**src/rtl/pc_fetch_unit.sv**
```systemverilog
// pc_fetch_unit: instruction-fetch stage for the sequential CPU.
// Owns the PC and issues one word fetch per cycle to a synchronous
// instruction memory with 1-cycle read latency. Returned words are tagged
// with their fetch address and buffered in a small FIFO, then handed to
// decode over a valid/ready handshake. A redirect flushes the buffer and
// discards the response still in flight, then restarts fetch at the new PC.
module pc_fetch_unit #(
    parameter int unsigned     XLEN       = 32,
    parameter logic [XLEN-1:0] RESET_PC   = 'h28,
    parameter int unsigned     FIFO_DEPTH = 4
) (
    input  logic            clk,
    input  logic            rst_n,
    output logic            imem_req,
    output logic [XLEN-1:0] imem_addr,
    input  logic [XLEN-1:0] imem_rdata,
    input  logic            redirect_valid,
    input  logic [XLEN-1:0] redirect_pc,
    output logic            out_valid,
    input  logic            out_ready,
    output logic [XLEN-1:0] out_ins,
    output logic [XLEN-1:0] out_pc,
    output logic [XLEN-1:0] out_pcp4
);

    localparam int unsigned      PTR_W     = (FIFO_DEPTH > 1) ? $clog2(FIFO_DEPTH) : 1;
    localparam int unsigned      CNT_W     = PTR_W + 1;
    localparam logic [XLEN-1:0]  INS_BYTES = XLEN'(4);
    localparam logic [PTR_W-1:0] PTR_ONE   = PTR_W'(1);
    localparam logic [CNT_W-1:0] CNT_ONE   = CNT_W'(1);
    localparam logic [CNT_W-1:0] CNT_MAX   = CNT_W'(FIFO_DEPTH);
    localparam logic [XLEN-1:0]  PC_START  = {RESET_PC[XLEN-1:2], 2'b00};

    // Fetch-side state
    logic [XLEN-1:0]  pc;
    logic [XLEN-1:0]  tag;
    logic             inflight;

    // Instruction buffer
    logic [XLEN-1:0]  buf_ins [FIFO_DEPTH];
    logic [XLEN-1:0]  buf_pc  [FIFO_DEPTH];
    logic [PTR_W-1:0] wr_ptr;
    logic [PTR_W-1:0] rd_ptr;
    logic [CNT_W-1:0] count;

    // Per-cycle control
    logic [CNT_W-1:0] occupancy;
    logic             fifo_nonempty;
    logic             issue;
    logic             push;
    logic             pop;
    logic [XLEN-1:0]  redirect_aligned;

    assign fifo_nonempty    = (count != '0);
    assign redirect_aligned = {redirect_pc[XLEN-1:2], 2'b00};

    // Issue/push/pop decisions. Occupancy uses the registered count so a pop
    // in this cycle never frees a slot for an issue in the same cycle; the
    // in-flight word always has a reserved slot, so a push is never dropped.
    always_comb begin
        occupancy = count + {{(CNT_W-1){1'b0}}, inflight};
        issue     = rst_n && !redirect_valid && (occupancy < CNT_MAX);
        push      = inflight && !redirect_valid;
        pop       = fifo_nonempty && out_ready && !redirect_valid;
    end

    assign imem_req  = issue;
    assign imem_addr = pc;

    // Head of the buffer is presented directly; outputs read zero while empty
    // so a flushed entry can never leak onto out_pc.
    assign out_valid = fifo_nonempty;
    assign out_ins   = fifo_nonempty ? buf_ins[rd_ptr] : '0;
    assign out_pc    = fifo_nonempty ? buf_pc[rd_ptr] : '0;
    assign out_pcp4  = fifo_nonempty ? (buf_pc[rd_ptr] + INS_BYTES) : '0;

    // PC, in-flight flag and fetch tag; redirect overrides any issue.
    always_ff @(posedge clk or negedge rst_n) begin
        if (!rst_n) begin
            pc       <= PC_START;
            tag      <= '0;
            inflight <= 1'b0;
        end else if (redirect_valid) begin
            pc       <= redirect_aligned;
            inflight <= 1'b0;
        end else if (issue) begin
            pc       <= pc + INS_BYTES;
            tag      <= pc;
            inflight <= 1'b1;
        end else begin
            inflight <= 1'b0;
        end
    end

    // Buffer pointers and occupancy count; a redirect empties the buffer.
    always_ff @(posedge clk or negedge rst_n) begin
        if (!rst_n) begin
            wr_ptr <= '0;
            rd_ptr <= '0;
            count  <= '0;
        end else if (redirect_valid) begin
            wr_ptr <= '0;
            rd_ptr <= '0;
            count  <= '0;
        end else begin
            if (push) begin
                wr_ptr <= wr_ptr + PTR_ONE;
            end
            if (pop) begin
                rd_ptr <= rd_ptr + PTR_ONE;
            end
            case ({push, pop})
                2'b10:   count <= count + CNT_ONE;
                2'b01:   count <= count - CNT_ONE;
                default: count <= count;
            endcase
        end
    end

    // Buffer storage: capture the returned word together with its fetch address.
    always_ff @(posedge clk) begin
        if (push) begin
            buf_ins[wr_ptr] <= imem_rdata;
            buf_pc[wr_ptr]  <= tag;
        end
    end

endmodule

```
**config.mk**
```make
export PLATFORM = sky130hd
export DESIGN_NAME = pc_fetch_unit
export DESIGN_NICKNAME = d
export VERILOG_FILES = /design/src/rtl/pc_fetch_unit.sv
export SDC_FILE = /design/constraint.sdc
export NUM_CORES = 1
export LEC_CHECK = 0
export ABC_AREA = 1
export ABC_CLOCK_PERIOD_IN_PS = 8000
export CAP_MARGIN = 15
export CORE_UTILIZATION = 30
export CTS_CLUSTER_DIAMETER = 30
export DETAILED_ROUTE_END_ITERATION = 7
export PLACE_DENSITY = 0.46
export SYNTH_ARGS = -nofsm -noshare
export SYNTH_HDL_FRONTEND = slang
export SYNTH_SLANG_ARGS = --single-unit
```
**constraint.sdc**
```tcl
create_clock -name clk -period 8 [get_ports clk]
set_input_delay 1.6 -clock clk [delete_from_list [all_inputs] [get_ports clk]]
set_output_delay 1.6 -clock clk [all_outputs]
set_load 0.03 [all_outputs]
```
==> flow_summary.ini <==
[outcome]
status = complete, no violations

[yosys]
synthArstFlopShare_pct = 21.5
synth_top_family_by_area = simple AND/OR/NAND/NOR gates
synthTopCellsByArea = edfxtp_1 50%, nand2_1 12%, dfrtp_1 11%
syn-cell-area_um2 = 14800
synthCells = 1601
yosysSeqAreaShare_pct = 61.7
synth_top_cell_by_area = edfxtp_1
synth_seq_cells = 316
yosysWarnings = 0
yosys.area_share.adder_pct = 0.641
synth_edf_count = 248
synthDistinctLibCells = 37
synthFlopType = edfxtp_1
avgSynthCellArea_um2 = 9.27
muxShareOfSynthArea_pct = 0
synth_compound_area_share_pct = 7.27
synth_xor_area_share_pct = 1.12
synth-simple-area-share_pct = 23.8
synthTopCellsByCount = 481 x nand2_1, 260 x nor2_1, 248 x edfxtp_1, 123 x o21ai_0, 98 x inv_1
yosysMostFrequentCell = nand2_1
synth_top_area_share_pct = 50.2

[timing]
final.setup.tns_ns = 0
tightest_slew_ns = 1.05
min_period_ns = 6.28
hold_viol = 0
fin_skew_ns = 0.0332
setup_viol = 0
slew_headroom_pct = 29.9
drv_slew = 0
rsz0062_at_grt = no
finalCritPeriodShare_pct = 78.5
layout_setup_ws_ns = 1.72
fmax_mhz = 159

[critical_path]
r2r_slack_ns = 5.33
start_kind = flip-flop
path_class = flip-flop to output pin
crit_start = rd_ptr[0]
cp_cell_sequence = inv_6, nand2_1, nand2_1, nand2_1, nand2_1, ha_1, nand3_1, nor2_4, nand2_2, nor2_1, nand2_1, nand2_1, inv_1, nor2_1, clkdlybuf4s50_1
path_common_cell = nand2_1
critPathRequiredTime_ns = 6.40
slowest_stage = inv_6
r2r_start = inflight
timing.reg2reg.worst_path_depth = 5
crit_arrival_ns = 4.68
cp-end-kind = output pin
reg2reg_to = buf_pc[1][27]
cpPeakStageDelay_ns = 0.76
crit_fanout = 133

[grt]
gr-total-overflow = 0
grt_pass1_wl_mm = 66.3
grt_start_max_net_pins = 134
first_global_vias = 11451
grt_usage_pct = 17.2
antenna_found_initial = 0

[clocking]
numClockSinks = 316
clk_pin_slew_worst_paths_ns = 0.04
cts_hold_buf = 0
cts.htree.levels = 3
clock_tree.root_cell = clkbuf_16
cts_made_buffers = 78
cts-resized-gates = 0
postCtsSetupBuffers = 0
clock_latency_ns = 0.58
cts_tree = yes
clk_path_buf_depth = 3

[detailed_routing]
drtPass1Iterations = 5
wire_per_inst_um = 16.8
drc = 0
dr_total_vias = 11643
drt_iter0_drc = 790
routed_via_density = 4.59
routed_wl_mm = 42.7
drtAntennaViolNets = 0

[place]
dp_hpwl_mm = 27.0
io_buffer_count = 189
place.gp.congestion = 0.864
dpl_worst_slack_ns = 2.30

[floorplan]
placementRows = 81
core_um2 = 48800
ioPinCount = 198
start_util_pct = 30.4
dieArea_um2 = 50400
dieWidth_um = 224
die_h_um = 224

[cells_and_area]
drive_gt1_share_pct = 8.70
antennaDiodeCount = 0
area_growth_pct = 34.4
final_nets = 1885

[run]
cap_violations = 0

[worst_hold_path]
hold-path-endpoint = buf_pc[0][15]
hp-start = tag[15]
worstHoldPathType = flip-flop to flip-flop
worstHoldPathCells = 0

[power]
leakage_nw = 7.89
peakVddDrop_v = 0.000163
power_density_nw_per_um2 = 386
p_total_mw = 7.71
per-layer routing:
layer  routed length, µm  share of wire [%]  GRT usage (%)
met4                1010                2.4           6.12
met1               19300                 45           22.3
met2               20400                 48           28.4
met5                   0                  0              0
met3                2030                4.7           3.67
how the worst max path moves through the flow:
stage / endpoint / cells after the start
floorplan: buf_ins[0][0] / 5
global placement: out_pcp4[24] / 15
detailed placement: out_pcp4[24] / 15
CTS: out_pcp4[24] / 15
global route: out_pcp4[24] / 15
finish: out_pcp4[24] / 15
cells by family after synthesis:
logic type / after synthesis
other cells: 1
compound gates: 200
simple gates: 879
flops: 316
xor+xnor: 19
buf+inv: 179
fa+ha+maj: 7
report_power, final:
part	leakage (nW)	internal (mW)	total (mW)	switching, mW
Sequential	3.09	1.99	2.20	0.206
Clock	1.30	2.19	3.14	0.943
Combinational	3.51	0.797	2.37	1.58
final cells by class:
type | count | area (µm²)
clock buffers | 98 | 2090
multi-input cells | 1111 | 4930
repair buffers | 203 | 1990
fillers | 4828 | 28900
well taps | 664 | 831
clock inverters | 45 | 567
flip-flops and latches | 316 | 9160
inverters | 100 | 380
worst max-delay path: cells and delay by family, from the launching register on:
family | cells | cell delay [ns]
adders and majority gates | 1 | 0.21
DFF | 1 | 0.75
and+or+nand+nor | 11 | 1.41
buffers and inverters | 3 | 1.52
state kept, by name (all words and copies together), names as in the netlist:
name,count
inflight,1
count,3
tag,30
rd_ptr,2
imem_addr,30
buf_pc,120
buf_ins,128
wr_ptr,2
placed cells by master, fill, tap and decap left out, types with 11 or more instances in the layout:
cell,instances
o21ai_0,123
clkdlybuf4s50_1,188
nand3_1,93
xor2_1,16
dfrtp_1,64
nor2_1,256
bufinv_16,11
nand2_1,481
inv_1,97
clkbuf_16,79
o211ai_1,14
edfxtp_1,248
clkinv_2,16
a21oi_1,48
clkbuf_1,15
buf_4,14
nor3_1,14
through the flow:
step,instance area (µm²),util (%),hold WS (ns),std cells
after floorplan,14900,-,0.476,1606
after global placement,17300,35.4,0.499,2394
after detailed placement,17300,35.4,0.510,2394
after CTS,19900,40.8,0.484,2537
after global routing,19900,40.8,0.517,2537
final,19900,40.8,0.491,2537
(Power assumes the default switching activity.)
==> RTL change 1: new RTL, same flow settings <==
Change the parameter `FIFO_DEPTH` from 4 to 2.
--- a/src/rtl/pc_fetch_unit.sv
+++ b/src/rtl/pc_fetch_unit.sv
@@ -9,3 +9,3 @@
     parameter logic [XLEN-1:0] RESET_PC   = 'h28,
-    parameter int unsigned     FIFO_DEPTH = 4
+    parameter int unsigned     FIFO_DEPTH = 2
 ) (
Formal check against the unedited RTL: not equivalent (Yosys sat finds a counterexample within 4 cycles, from zero or initial values and one cycle with rst_n low).
==> RTL change 1 against the original RTL <==
Design area decreased by 39%. Fmax increased by 14%. Clock skew decreased by 0.019 ns. Via count decreased by 36%. Combinational power decreased by 18%. Critical path depth decreased by 4. Sequential power decreased by 38%. Power decreased by 47%. Sequential cell count decreased by 127. Setup slack improved by 0.80 ns. Routed wire length decreased by 40%. Global-route usage decreased by 0.88 points. Area after synthesis decreased by 37%. Largest cell class unchanged. Highest routed layer unchanged.
==> RTL change 1: results (changes against the original RTL) <==
[outcome]
status=complete, no violations  ; unchanged

[yosys]
async_flop_share_pct=34.4  ; was 21.5%
synth_area_leader_cell=edfxtp_1  ; unchanged
synth_xor_xnor_area_share_pct=0.849  ; was 1.12%
ys_top_cells_by_area=edfxtp_1 (40%), dfrtp_1 (17%), nand2_1 (13%)  ; was edfxtp_1 (50%), nand2_1 (12%), dfrtp_1 (11%)
muxShareOfSynthArea_pct=0  ; unchanged
synth_compound_area_share_pct=8.58  ; was 7.27%
synthTopCellsByCount=nand2_1 (332), inv_1 (127), edfxtp_1 (124)  ; was nand2_1 (481), nor2_1 (260), edfxtp_1 (248)
synth_cells=1073  ; was 1601
ys_seq_area_share_pct=57.6  ; was 61.7%
synth_edf_count=124  ; was 248
synth_fa_ha_area_share_pct=0.269  ; was 0.641%
yosysMostFrequentCell=nand2_1  ; unchanged
ys_types=40  ; was 37

[timing]
slew_headroom_pct=26.5  ; was 29.9%
fin_skew_ns=0.0140  ; was 0.0332 ns

[grt]
grt_pass1_vias=6980  ; was 11.5k
antenna_found_initial=0  ; unchanged
grt_usage_pct=16.3  ; was 17.2%
grt_first_pass_wirelength_um=39400  ; was 66300 µm
grt_max_degree=81  ; was 134
grtUsageMet2_pct=25.4  ; was 28.4%
grt_use_met3_pct=2.96  ; was 3.67%
grtUsageMet1_pct=23.6  ; was 22.3%

[routing]
wl_um=25500  ; was 42700 µm
first_iter_violations=450  ; was 790
avgViaCountPerCell=4.47  ; was 4.59
drt-met1-wl_um=12900  ; was 19300 µm
num_vias=7406  ; was 11.6k
wl_met3_um=1240  ; was 2030 µm
wl_met2_um=11200  ; was 20400 µm
top_layer=met4  ; unchanged

[power_and_ir_drop]
power.leakage_nw=5.01  ; was 7.89 nW
ir_worst_vdd_mv=0.179  ; was 0.163 mV

[worst_setup_path]
worst_path_largest_cell_delay_ns=0.70  ; was 0.76 ns
worstPathMaxFanout=80  ; was 133
crit_path_top_delay_cell=clkdlybuf4s50_1  ; was inv_6
cp_top_family=buffers and inverters  ; unchanged

[worst_hold_path]
hold_path.class=flop to flop  ; unchanged

[clock_tree]
clk_pin_slew_ns=0.07  ; was 0.04 ns
cts_setup_buffers=0  ; unchanged
clkLatencyLatePin_ns=0.43  ; was 0.58 ns
cts_resized=0  ; unchanged
h-tree-depth=4  ; was 3
numCtsBuffers=17  ; was 78
cts.path.max_buffers=2  ; was 3

[finish]
layout.nets=1316  ; was 1885
top_regs=buf_ins x64, buf_pc x60  ; was buf_ins x128, buf_pc x120
drive_gt1_share_pct=6.27  ; was 8.70%

[place]
dpl.cell_count=1622  ; was 2394
dp.final_hpwl_um=17600  ; was 27000 µm
place_congestion=0.813  ; was 0.864

[RTL change 1: kinds of logic (layout without fill, tap and decap cells)]
family                   count (synthesis)  after routing
buffers and inverters                  181            362
XOR/XNOR                                 9              9
other                                    1              6
adder cells (fa/ha/maj)                  2              2
AND/OR/NAND/NOR                        546            546
flip-flops                             189            189
AO/OA/AOI/OAI                          145            145
[RTL change 1: worst register-to-register path: cells and delay by family (launching register included)]
| family | cells | cell delay, ns |
|---|---|---|
| AND/OR/NAND/NOR | 5 | 1.03 |
| buffers and inverters | 3 | 1.12 |
| flip-flops | 1 | 0.43 |
[RTL change 1: worst paths after layout]
path                           from       endpoint  slack [ns]  cells past startpoint
min                         tag[22]  buf_pc[0][22]        0.48                      0
max in group asynchronous     rst_n         rd_ptr        5.92                      2
max reg2reg                count[1]  imem_addr[14]        5.36                      8
max                          rd_ptr   out_pcp4[16]        2.51                     11
min in group asynchronous     rst_n  imem_addr[27]        1.48                      2
min reg2reg                 tag[22]  buf_pc[0][22]        0.48                      0
[RTL change 1: per-stage QoR]
stage	setup WS, ns	area [µm²]	power (W)
2_1_floorplan	2.91	9310	0.00255
3_3_place_gp	2.69	11500	0.00334
3_5_place_dp	2.68	11500	0.00335
4_1_cts	2.37	12100	0.00418
5_1_grt	2.19	12100	0.00437
6_report	2.51	12100	0.00411
[RTL change 1: area by class of cell]
type / count / area, µm²
inverter: 133 / 502
fill: 3080 / 18400
clock buffer: 19 / 433
tap: 396 / 495
sequential: 189 / 5350
clock inverter: 13 / 125
timing repair buffer: 197 / 1960
multi-input combinational: 708 / 3210
[RTL change 1: report_power, final]
group          internal, W  switching, W  leakage, nW
Combinational     0.000675       0.00126         2.81
Sequential         0.00124      0.000132         1.93
Clock             0.000414      0.000397        0.276
==> RTL change 2: new RTL, same settings <==
Without the edit above. Reset style: synchronous (`rst_n`), changed in 2 clocked blocks.
--- a/src/rtl/pc_fetch_unit.sv
+++ b/src/rtl/pc_fetch_unit.sv
@@ -77,3 +77,3 @@
     // PC, in-flight flag and fetch tag; redirect overrides any issue.
-    always_ff @(posedge clk or negedge rst_n) begin
+    always_ff @(posedge clk) begin
         if (!rst_n) begin
@@ -95,3 +95,3 @@
     // Buffer pointers and occupancy count; a redirect empties the buffer.
-    always_ff @(posedge clk or negedge rst_n) begin
+    always_ff @(posedge clk) begin
         if (!rst_n) begin
Function: differs if rst_n is asserted again (counterexample within 4 cycles, from zero or initial values and one cycle with rst_n low); with rst_n held inactive, the same outputs for 4 cycles.
==> RTL change 2 against the original RTL <==
Global-route usage up 0.44 points. First-iteration DRC count is 19% lower. Area after synthesis about the same. Fmax up 2.3%. Sequential cell count up 2. Design area rose by 0.45%. Final cell count up 3.1%. Setup slack improved by 0.14 ns. Routed wire length is 3.7% higher.
Power is not compared: it rests on default switching activity, and its combinational part moved more than twofold at a synthesized area within 25%.
==> RTL change 2: results (changes against the original RTL) <==
[routing]
num_vias=12000  ; was 11.6k
wl_per_cell_um=16.9  ; was 16.8 µm
first_iter_violations=641  ; was 790
dr.pass1.iters=5  ; unchanged

[worst_setup_path]
rr_endpoint=count[2]  ; was buf_pc[1][27]
rrSetupSlack_ns=5.13  ; was 5.33 ns
worst_path_largest_cell_delay_ns=0.82  ; was 0.76 ns
reg2regPathDepth=11  ; was 5
worstPathMaxFanout=46  ; was 133
crit_path_top_delay_cell=dfxtp_2  ; was inv_6
crit_path_end=out_pcp4[21]  ; was out_pcp4[24]
r2r-start=count[1]  ; was inflight
cp_top_family=buffers and inverters  ; unchanged
worst-endpoint-arrival_ns=4.54  ; was 4.68 ns

[worst_hold_path]
hold_path.class=flop to flop  ; unchanged
hp-start=rd_ptr[1]  ; was tag[15]
hold_depth=2  ; was 0

[clock_tree]
numCtsBuffers=83  ; was 78
cts_root_buffer=clkbuf_16  ; unchanged
cts_resized=0  ; unchanged
clk_pin_slew_ns=0.04  ; about the same
cts.path.max_buffers=3  ; unchanged
h-tree-depth=3  ; unchanged
clkLatencyLatePin_ns=0.58  ; about the same

[yosys]
ys_top_cells_by_area=edfxtp_1 (50%), nand2_1 (13%), dfxtp_1 (9.4%)  ; was edfxtp_1 (50%), nand2_1 (12%), dfrtp_1 (11%)
async_flop_share_pct=0  ; was 21.5%
synthTopCellsByCount=nand2_1 (501), nor2_1 (280), edfxtp_1 (248)  ; was nand2_1 (481), nor2_1 (260), edfxtp_1 (248)
ys_types=41  ; was 37
ys_seq_area_share_pct=59.6  ; was 61.7%
synth_edf_count=248  ; unchanged
synth_area_per_cell_um2=8.83  ; was 9.27 µm²

[grt]
grt_usage_pct=17.6  ; was 17.2%
grt_first_pass_wirelength_um=67700  ; was 66300 µm
grt_max_degree=132  ; was 134
antenna_found_initial=1  ; was 0
grt_pass1_vias=11800  ; was 11.5k

[place]
placed_area_um2=17200  ; was 17300 µm²
pre_cts_ws_ns=2.32  ; was 2.30 ns
dpl.cell_count=2468  ; was 2394
dp.final_hpwl_um=28200  ; was 27000 µm
io_buffers=189  ; unchanged
place_congestion=0.882  ; was 0.864

[finish]
drive_gt1_share_pct=9.12  ; was 8.70%
layout.nets=1965  ; was 1885
largest_register_ffs=128  ; unchanged
fin_cells=2615  ; was 2537
antennaDiodeCount=0  ; unchanged

[timing]
fin_skew_ns=0.0158  ; was 0.0332 ns
worst_pin_slew_ns=1.12  ; was 1.05 ns
timing.final.crit_period_ns=6.14  ; was 6.28 ns

[outcome]
status=complete, no violations  ; unchanged

[power_and_ir_drop]
power.leakage_nw=7.59
ir_worst_vdd_mv=0.174

==> RTL change 2: changes by cell type after synthesis, sizes merged, moves of 7 or more <==
cell    before  now
nand2      483  505
inv        100   93
dfxtp        0   70
nor2       272  292
o211ai      14    4
a21oi       48  101
dfrtp       66    0
xor2        16    8
o21ai      123  111
==> RTL change 2: metrics by stage <==
step	utilization, %	hold slack (ns)
final	41.0	0.472
after global placement	35.3	0.445
after detailed placement	35.3	0.463
after global routing	41.0	0.508
after CTS	41.0	0.468
after floorplan	-	0.436
==> RTL change 2: logic make-up (layout without fill, tap and decap cells) <==
group | count (synthesis) | after routing | share of synthesized area, %
simple gates | 932 | 932 | 25.2
flops | 318 | 318 | 59.6
compound gates | 234 | 234 | 8.23
buf+inv | 181 | 445 | 5.69
fa+ha+maj | 8 | 8 | 0.725
xor+xnor | 8 | 8 | 0.472
other cells | 1 | 6 | 0.0253
==> RTL change 2: report_power, final <==
part / internal, W / total, W / switching (W)
registers: 0.00181 / 0.00185 / 0.0000330
logic: 0.000106 / 0.000284 / 0.000178
clock network: 0.00230 / 0.00328 / 0.000984
==> RTL change 2: final cells by class <==
type | count | area, µm²
Fill cell | 4837 | 28800
Sequential cell | 318 | 8850
Multi-Input combinational cell | 1188 | 5200
Clock buffer | 96 | 2190
Timing Repair Buffer | 204 | 2000
Tap cell | 664 | 831
Clock inverter | 51 | 601
Inverter | 94 | 358
==> RTL change 2: worst min-delay path, stage by stage, from the launching register on <==
cell and delay, ns:
dfxtp_1 0.30, inv_1 0.06, a21oi_1 0.07
==> RTL change 2: layer usage <==
metal  part of all wire (%)  routed length (µm)  up-vias  global-route usage, %
met5                  0.029                  13        -                      0
met1                     47               20700     5593                   23.5
li1                       -                   -     6032                      -
met4                    2.3                1040        2                   7.04
met3                    5.4                2400       71                   3.76
met2                     45               20100      343                   27.9
